[config.mk]
export PLATFORM = sky130hd
export DESIGN_NAME = spi_cmd_parser
export DESIGN_NICKNAME = d
export VERILOG_FILES = /design/src/rtl/spi_cmd_parser.sv
export SDC_FILE = /design/constraint.sdc
export NUM_CORES = 1
export LEC_CHECK = 0
export ABC_AREA = 0
export BUFFER_PORTS_ARGS = -buffer_cell sky130_fd_sc_hd__buf_2
export CAP_MARGIN = 10
export CORE_ASPECT_RATIO = 1.75
export CORE_MARGIN = 4
export CORE_UTILIZATION = 55
export DETAILED_ROUTE_END_ITERATION = 16
export GPL_TIMING_DRIVEN = 0
export PLACE_DENSITY = 0.89
export RECOVER_POWER = 50
export SLEW_MARGIN = 20
export SYNTH_ARGS = -nofsm -noshare
export SYNTH_HDL_FRONTEND = slang
export SYNTH_SLANG_ARGS = --single-unit
[constraint.sdc]
create_clock -name clk_100mhz -period 2.5 [get_ports clk_100mhz]
set_input_delay 0.375 -clock clk_100mhz [delete_from_list [all_inputs] [get_ports clk_100mhz]]
set_output_delay 0.375 -clock clk_100mhz [all_outputs]
set_load 0.01 [all_outputs]
[src/rtl/spi_cmd_parser.sv]
// Host packet parser: IMAGE_DATA streams pixels to the frame buffer, START_CNN pulses the CNN start.
// Optional CRC-32 payload check is compiled in with `define SPI_CRC_CHECK_EN.
module spi_cmd_parser #(
    parameter int         IMG_PIXELS = 1024,
    parameter int         ADDR_W     = 10,
    parameter logic [7:0] CMD_IMAGE  = 8'hAA,
    parameter logic [7:0] CMD_START  = 8'hBB
) (
    input  logic              clk_100mhz,
    input  logic              sys_rst,
    input  logic [7:0]        rx_byte,
    input  logic              rx_valid,
    input  logic              cs_active,
    input  logic              cnn_busy,
    input  logic              err_clr,
    output logic              pix_we,
    output logic [ADDR_W-1:0] pix_addr,
    output logic [7:0]        pix_data,
    output logic              frame_loaded,
    output logic              cnn_start,
    output logic              parser_busy,
    output logic [7:0]        frame_count,
    output logic [4:0]        err_flags
);

    typedef enum logic [2:0] {S_IDLE, S_LEN_HI, S_LEN_LO, S_PAYLOAD, S_CRC, S_DRAIN} state_t;

    state_t            state_reg, state_next, state_proc;
    logic [ADDR_W-1:0] cnt_reg, cnt_next;
    logic [7:0]        len_hi_reg, len_hi_next;
    logic              is_image_reg, is_image_next;
    logic              cs_prev_reg;
    logic              pix_we_reg, pix_we_next;
    logic [ADDR_W-1:0] pix_addr_reg, pix_addr_next;
    logic [7:0]        pix_data_reg, pix_data_next;
    logic              frame_loaded_reg, frame_loaded_next;
    logic              cnn_start_reg, cnn_start_next;
    logic [7:0]        frame_count_reg, frame_count_next;
    logic [4:0]        err_reg, err_next, err_set;
    logic              abort;

    // The byte arriving on the cycle chip-select drops still belongs to the packet.
    wire byte_ok   = rx_valid && (cs_active || cs_prev_reg);
    wire len_match = ({len_hi_reg, rx_byte} == 16'(IMG_PIXELS));
    wire len_zero  = ({len_hi_reg, rx_byte} == 16'd0);
    wire last_pix  = (cnt_reg == ADDR_W'(IMG_PIXELS - 1));
    wire last_crc  = (cnt_reg == ADDR_W'(3));
    logic crc_ok;

`ifdef SPI_CRC_CHECK_EN
    logic [31:0] crc_reg, crc_next;
    logic [23:0] crc_rx_reg, crc_rx_next;

    function automatic logic [31:0] crc32_byte(input logic [31:0] c, input logic [7:0] d);
        logic [31:0] r;
        r = c ^ {24'h0, d};
        for (int i = 0; i < 8; i++)
            r = r[0] ? ((r >> 1) ^ 32'hEDB88320) : (r >> 1);
        return r;
    endfunction

    assign crc_ok = ({crc_rx_reg, rx_byte} == ~crc_reg);

    always_comb begin
        crc_next    = crc_reg;
        crc_rx_next = crc_rx_reg;
        if (byte_ok) begin
            if (state_reg == S_LEN_LO)
                crc_next = 32'hFFFF_FFFF;
            else if (state_reg == S_PAYLOAD)
                crc_next = crc32_byte(crc_reg, rx_byte);
            else if (state_reg == S_CRC)
                crc_rx_next = {crc_rx_reg[15:0], rx_byte};
        end
    end

    always_ff @(posedge clk_100mhz or posedge sys_rst) begin
        if (sys_rst) begin
            crc_reg    <= 32'hFFFF_FFFF;
            crc_rx_reg <= 24'h0;
        end else begin
            crc_reg    <= crc_next;
            crc_rx_reg <= crc_rx_next;
        end
    end
`else
    assign crc_ok = 1'b1;
`endif

    always_ff @(posedge clk_100mhz or posedge sys_rst) begin
        if (sys_rst) state_reg <= S_IDLE;
        else         state_reg <= state_next;
    end

    // Byte processing first, then the chip-select framing check.
    always_comb begin
        state_proc = state_reg;
        if (byte_ok) begin
            case (state_reg)
                S_IDLE: begin
                    if (rx_byte == CMD_IMAGE)      state_proc = cnn_busy ? S_DRAIN : S_LEN_HI;
                    else if (rx_byte == CMD_START) state_proc = S_LEN_HI;
                    else                           state_proc = S_DRAIN;
                end
                S_LEN_HI:  state_proc = S_LEN_LO;
                S_LEN_LO:  state_proc = (is_image_reg && len_match) ? S_PAYLOAD : S_DRAIN;
                S_PAYLOAD: if (last_pix) state_proc = S_CRC;
                S_CRC:     if (last_crc) state_proc = S_DRAIN;
                default:   state_proc = S_DRAIN;
            endcase
        end
        abort = !cs_active && (state_proc inside {S_LEN_HI, S_LEN_LO, S_PAYLOAD, S_CRC});
        state_next = (!cs_active && state_proc != S_IDLE) ? S_IDLE : state_proc;
    end

    always_comb begin
        pix_we_next       = 1'b0;
        pix_addr_next     = pix_addr_reg;
        pix_data_next     = pix_data_reg;
        frame_loaded_next = 1'b0;
        cnn_start_next    = 1'b0;
        frame_count_next  = frame_count_reg;
        cnt_next          = cnt_reg;
        len_hi_next       = len_hi_reg;
        is_image_next     = is_image_reg;
        err_set           = 5'b0;
        if (byte_ok) begin
            case (state_reg)
                S_IDLE: begin
                    if (rx_byte == CMD_IMAGE || rx_byte == CMD_START) begin
                        is_image_next = (rx_byte == CMD_IMAGE);
                        if (rx_byte == CMD_IMAGE && cnn_busy) err_set[2] = 1'b1;
                    end else begin
                        err_set[0] = 1'b1;
                    end
                end
                S_LEN_HI: len_hi_next = rx_byte;
                S_LEN_LO: begin
                    if (is_image_reg) begin
                        if (len_match) cnt_next = '0;
                        else           err_set[1] = 1'b1;
                    end else if (!len_zero) begin
                        err_set[1] = 1'b1;
                    end else if (cnn_busy) begin
                        err_set[2] = 1'b1;
                    end else begin
                        cnn_start_next = 1'b1;
                    end
                end
                S_PAYLOAD: begin
                    pix_we_next   = 1'b1;
                    pix_addr_next = cnt_reg;
                    pix_data_next = rx_byte;
                    cnt_next      = last_pix ? '0 : cnt_reg + ADDR_W'(1);
                end
                S_CRC: begin
                    cnt_next = last_crc ? '0 : cnt_reg + ADDR_W'(1);
                    if (last_crc) begin
                        if (crc_ok) begin
                            frame_loaded_next = 1'b1;
                            frame_count_next  = frame_count_reg + 8'd1;
                        end else begin
                            err_set[4] = 1'b1;
                        end
                    end
                end
                default: ;
            endcase
        end
        err_set[3] = abort;
        err_next   = (err_clr ? 5'b0 : err_reg) | err_set;
    end

    always_ff @(posedge clk_100mhz or posedge sys_rst) begin
        if (sys_rst) begin
            cnt_reg          <= '0;
            len_hi_reg       <= 8'h0;
            is_image_reg     <= 1'b0;
            cs_prev_reg      <= 1'b0;
            pix_we_reg       <= 1'b0;
            pix_addr_reg     <= '0;
            pix_data_reg     <= 8'h0;
            frame_loaded_reg <= 1'b0;
            cnn_start_reg    <= 1'b0;
            frame_count_reg  <= 8'h0;
            err_reg          <= 5'b0;
        end else begin
            cnt_reg          <= cnt_next;
            len_hi_reg       <= len_hi_next;
            is_image_reg     <= is_image_next;
            cs_prev_reg      <= cs_active;
            pix_we_reg       <= pix_we_next;
            pix_addr_reg     <= pix_addr_next;
            pix_data_reg     <= pix_data_next;
            frame_loaded_reg <= frame_loaded_next;
            cnn_start_reg    <= cnn_start_next;
            frame_count_reg  <= frame_count_next;
            err_reg          <= err_next;
        end
    end

    assign pix_we       = pix_we_reg;
    assign pix_addr     = pix_addr_reg;
    assign pix_data     = pix_data_reg;
    assign frame_loaded = frame_loaded_reg;
    assign cnn_start    = cnn_start_reg;
    assign parser_busy  = (state_reg != S_IDLE);
    assign frame_count  = frame_count_reg;
    assign err_flags    = err_reg;

endmodule

# Word level (Yosys, flattened, before mapping)
# Index checks and enable logic that the tools add are counted.
[op_classes]
addsub = 2
eq_ne = 15
muxes = 38
n_bitwise = 1
n_reduce_logical = 19
[op_table]
columns = ["cell", "count"]
rows = [
  ["$mux W10", 4],
  ["$pmux W10 S3", 1],
  ["$mux W3", 9],
  ["$mux W1", 21],
  ["$eq A16 B11 Y1 const B", 1],
  ["$eq A8 B8 Y1 const B", 2],
  ["$logic_not A16 Y1", 1],
  ["$pmux W3 S5", 1],
  ["$eq A3 B2 Y1 const B", 4],
  ["$add A10 B1 Y10 const B", 1],
  ["$eq A10 B10 Y1 const B", 1],
  ["$eq A10 B2 Y1 const B", 1],
  ["$reduce_bool A3 Y1", 3],
  ["$add A8 B1 Y8 const B", 1],
  ["$eq A3 B1 Y1 const B", 2],
  ["$eq A3 B3 Y1 const B", 2],
  ["$reduce_and A3 Y1", 2],
  ["$logic_and A1 B1 Y1", 5],
  ["$mux W5", 1],
  ["$or A5 B4 Y5", 1],
  ["$ne A2 B2 Y1 const B", 2],
  ["$reduce_and A2 Y1", 2],
  ["$reduce_and A4 Y1", 1],
  ["$reduce_bool A4 Y1", 1],
  ["other kinds (4)", 5],
]
[totals]
ff_bits = 57
input_bits = 14
word_cells = 87

# Depth between registers and ports, before layout
[depth]
depth_word = 9
ltp_mapped = 8

# Worst setup path after synthesis
# No wires, ideal clock.
[synth_timing]
kind = "register -> register"
start = "reg cnt_reg[0]"
end = "reg err_reg[3], in the netlist err_flags[3]"
arrival_ns = 1.733
setup_slack_ns = 0.643
stages_incl_launch_ff = 8
period_less_slack_ns = 1.857
cell_sequence = "dfrtp_1 ha_1 nand4_1 o31ai_4 a21oi_2 a311oi_2 a211oi_1 a211o_1"
[synth_between]
elab_chain_cells = 8
elab_cells_between_ends = 13
classes_between = "eq/ne (6); mux (4); bitwise (1); reduce/logical (2)"
[synth_rtl]
columns = ["element", "line", "text"]
rows = [
  ["from (decl)", "29", "logic [ADDR_W-1:0] cnt_reg, cnt_next;"],
  ["from (signal assigned)", "188", "cnt_reg <= cnt_next;"],
  ["$eq A10 B2 Y1 or $eq A10 B10 Y1 (tied branches)", "47, 46", ""],
  ["$mux W3, on equally long branches", "108, 107", ""],
  ["$pmux W3 S5 (*)", "99", "case (state_reg)"],
  ["$mux W3 (*)", "98", "if (byte_ok) begin"],
  ["$eq A3 B1 Y1, or another cell as far along", "112", "abort = !cs_active && (state_proc inside {S_LEN_HI, S_LEN_LO, S_PAYLOAD, S_CRC});"],
  ["$reduce_bool A4 Y1 (*)", "112", ""],
  ["$logic_and A1 B1 Y1 (*)", "112", ""],
  ["$or A5 B4 Y5 (*)", "171", "err_next = (err_clr ? 5'b0 : err_reg) | err_set;"],
  ["net err_next[3]", "39", "logic [4:0] err_reg, err_next, err_set;"],
  ["to (signal assigned)", "198", "err_reg <= err_next;"],
  ["to (decl)", "39", ""],
]
# Mark *: on every way through the listed nets, which the timed path passes. The rest lies on a longest branch.
# A chain may end at the register's enable or synchronous reset.

# Final worst setup path
[layout_timing]
start = "reg cnt_reg[0]"
end = "reg cnt_reg[3]"
[layout_between]
elab_chain_cells = 3
elab_cells_between_ends = 6
classes_between = "add/sub (1); eq/ne (2); mux (3)"
[layout_rtl]
columns = ["element", "line", "text"]
rows = [
  ["$add A10 B1 Y10, or another cell as far along", "154, 157", ""],
  ["$mux W10, on equally long branches", "157, 154", ""],
  ["$pmux W10 S3 (*)", "128", "case (state_reg)"],
]
# Mark *: on every way between the ends. The rest lies on a longest branch, timed or not.

==> impl_metrics.json <==
{
  "status": "finished, violations left",
  "violations": "max-capacitance violations, max-slew violations",
  "ff2ff_path_depth": 8,
  "drc": 0,
  "finalHoldViolCount": 0,
  "final_cell_mix": "dfrtp_1, buf_2, mux2_2, clkbuf_1",
  "dp_cells": 326,
  "cts_hold_buffers": 0,
  "tightest_slew_ns": 2.01,
  "cp-endpoint": "cnt_reg[3]",
  "die_w_um": 60.4,
  "postLayoutSetupSlackWorst_ns": 0.348,
  "syn_area_per_cell_sq_um": 11.6,
  "finalWeightedCongestion": 0.808,
  "drv_cap": 1,
  "tns_ns": 0,
  "max-vdd-ir-drop_mv": 0.624,
  "tritoncts": "done",
  "postSynth.asyncResetShare_pct": 100,
  "synthCells": 229,
  "post_cts_buffers": 0,
  "crit_path_max_fanout": 9,
  "grt_max_degree": 57,
  "synth_nets": 245,
  "clockBufferDepth": 2,
  "p_total_mw": 1.99,
  "synth_top_area_share_pct": 53.0,
  "setup_viol": 0,
  "fp.coreArea_sq_um": 4670,
  "period_share_pct": 86.1,
  "ys_top_cells_by_area": "dfrtp_1, mux2_2, o21ai_0",
  "ys_types": 52,
  "first_global_vias": 2005,
  "critPathKind": "reg -> reg",
  "drive_gt1_share_pct": 29.4,
  "synth_top_flop_cell": "dfrtp_1",
  "diodes": 0,
  "startpoint_type": "flip-flop",
  "fin_cells": 334,
  "cp_slowest_stage_delay_ns": 0.42,
  "ys_warn_count": 0,
  "cts-htree-levels": 2,
  "cts_buffers": 5,
  "clkTransAtPathRegs_ns": 0.10,
  "ant_nets": 0,
  "crit_path_start": "cnt_reg[0]",
  "rows": 33,
  "via_per_inst": 5.87,
  "min_period_ns": 2.15,
  "overflow": 0,
  "root_buffer": "clkbuf_8",
  "rrSetupSlack_ns": 0.35,
  "min_path_type": "in -> reg",
  "skew_ns": 0.00857,
  "post_cts_resized": 0,
  "grt_pass1_wl_um": 8960,
  "clock_sinks": 56,
  "start_util_pct": 56.7,
  "vias": 1959,
  "insertion_delay_ns": 0.31,
  "required_ns": 2.70,
  "drv_slew": 57,
  "syn_area_sq_um": 2650,
  "io_pins": 49,
  "power_leakage_nw": 1.38,
  "slew_headroom_pct": -34.5,
  "powerDensity_nw_per_um2": 662,
  "rsz0062_at_grt": "no",
  "fill_cells": 385,
  "synth_edf_count": 0,
  "critPathArrivalTime_ns": 2.35,
  "yosys.area.top_type": "dfrtp_1",
  "endpoint_kind": "flip-flop",
  "crit_top_cell": "nand2b_1",
  "die_h_um": 99.7,
  "path_cells": "ha_1 > nand4_1 > o31ai_4 > a2bb2oi_2 > nand2b_1 > buf_4 > nand2b_1 > o21ai_1",
  "clock.fmax_mhz": 465,
  "antenna_found_initial": 0,
  "wire_per_inst_um": 16.0,
  "area_delta_synth_final_pct": 13.7,
  "portBuffers": 45,
  "grt_usage_pct": 19.4,
  "die_area_sq_um": 6030,
  "final_common_cell": "dfrtp_1",
  "synth_seq_area_share_pct": 53.0,
  "drt_iter0_markers": 78,
  "ys_seq_elements": 56,
  "critPathSlowestCell": "dfrtp_1",
  "layout.nets": 297,
  "r2r-end": "cnt_reg[3]",
  "drtPass1Iterations": 4,
  "drt_wl_total_um": 5330,
  "r2r-start": "cnt_reg[0]",
  "post-dp-hpwl_um": 3900,
  "dp_slack_ns": 0.348
}
-- per-stage QoR --
| step | hold slack (ns) | utilization (%) | area (sq um) |
|---|---|---|---|
| after floorplan | 0.406 | - | 2650 |
| after global placement | 0.461 | 62.9 | 2940 |
| after detailed placement | 0.481 | 63.0 | 2940 |
| after CTS | 0.188 | 65.0 | 3030 |
| after global routing | 0.247 | 64.4 | 3010 |
| final | 0.255 | 64.4 | 3010 |
-- critical path, delay by kind of cell (launching register included) --
kind	cells	cell delay, ns
AO/OA/AOI/OAI	3	0.72
adder cells (fa/ha/maj)	1	0.27
buffers and inverters	1	0.15
flip-flops	1	0.42
AND/OR/NAND/NOR	3	0.47
-- final cells by class --
type	count	area, sq um	area share, %
plain buffers	10	83.8	2.79
clock buffers	5	68.8	2.29
clock inverters	3	23.8	0.791
inverters	6	22.5	0.749
multi-input cells	157	1140	37.8
flip-flops and latches	56	1400	46.6
well taps	52	65.1	2.16
repair buffers	45	204	6.78
-- cell usage after synthesis, drive strengths merged (2+ instances only) --
cell,count
nand2,15
nand4,8
nor2,11
and3,3
a21oi,2
nand2b,5
o31ai,6
buf,9
a31oi,3
mux2,26
nor3b,2
dfrtp,56
nor2b,5
inv,6
nor4,5
o21ai,16
nor3,7
a22oi,2
and2,2
a211oi,2
nand3,9
xnor2,7
or4,2
ha,2
-- how the worst min path moves through the flow --
stage,start,end,depth (start not counted)
2_1_floorplan,cs_active,cs_prev_reg,0
3_3_place_gp,frame_count[7],frame_count[7],1
3_5_place_dp,err_flags[2],err_flags[2],1
4_1_cts,sys_rst,frame_loaded,2
5_1_grt,err_clr,err_flags[1],2
6_report,cs_active,cs_prev_reg,1
-- cell families (layout without fill, tap and decap cells) --
family / Yosys count / count (layout) / synth area share [%]
other: 1 / 1 / 0.142
AOI/OAI and AO/OA: 41 / 41 / 11.3
muxes: 26 / 26 / 11.1
xor gates and xnor gates: 8 / 8 / 2.65
buffers and inverters: 16 / 69 / 4.02
DFF: 56 / 56 / 53.0
adders and majority gates: 2 / 2 / 0.946
and+or+nand+nor: 79 / 79 / 16.9
-- per-layer routing --
metal | global-route usage (%) | share of wire (%)
met5 | 0 | 0
met4 | 9.02 | 2.6
met3 | 3.90 | 4.0
met2 | 33.8 | 54
met1 | 21.9 | 39
-- power breakdown --
part	internal (mW)	total [mW]	switching, mW
logic	0.168	0.355	0.187
clock network	0.199	0.498	0.299
registers	1.03	1.14	0.106
total	1.40	1.99	0.592
(Power assumes the default switching activity.)
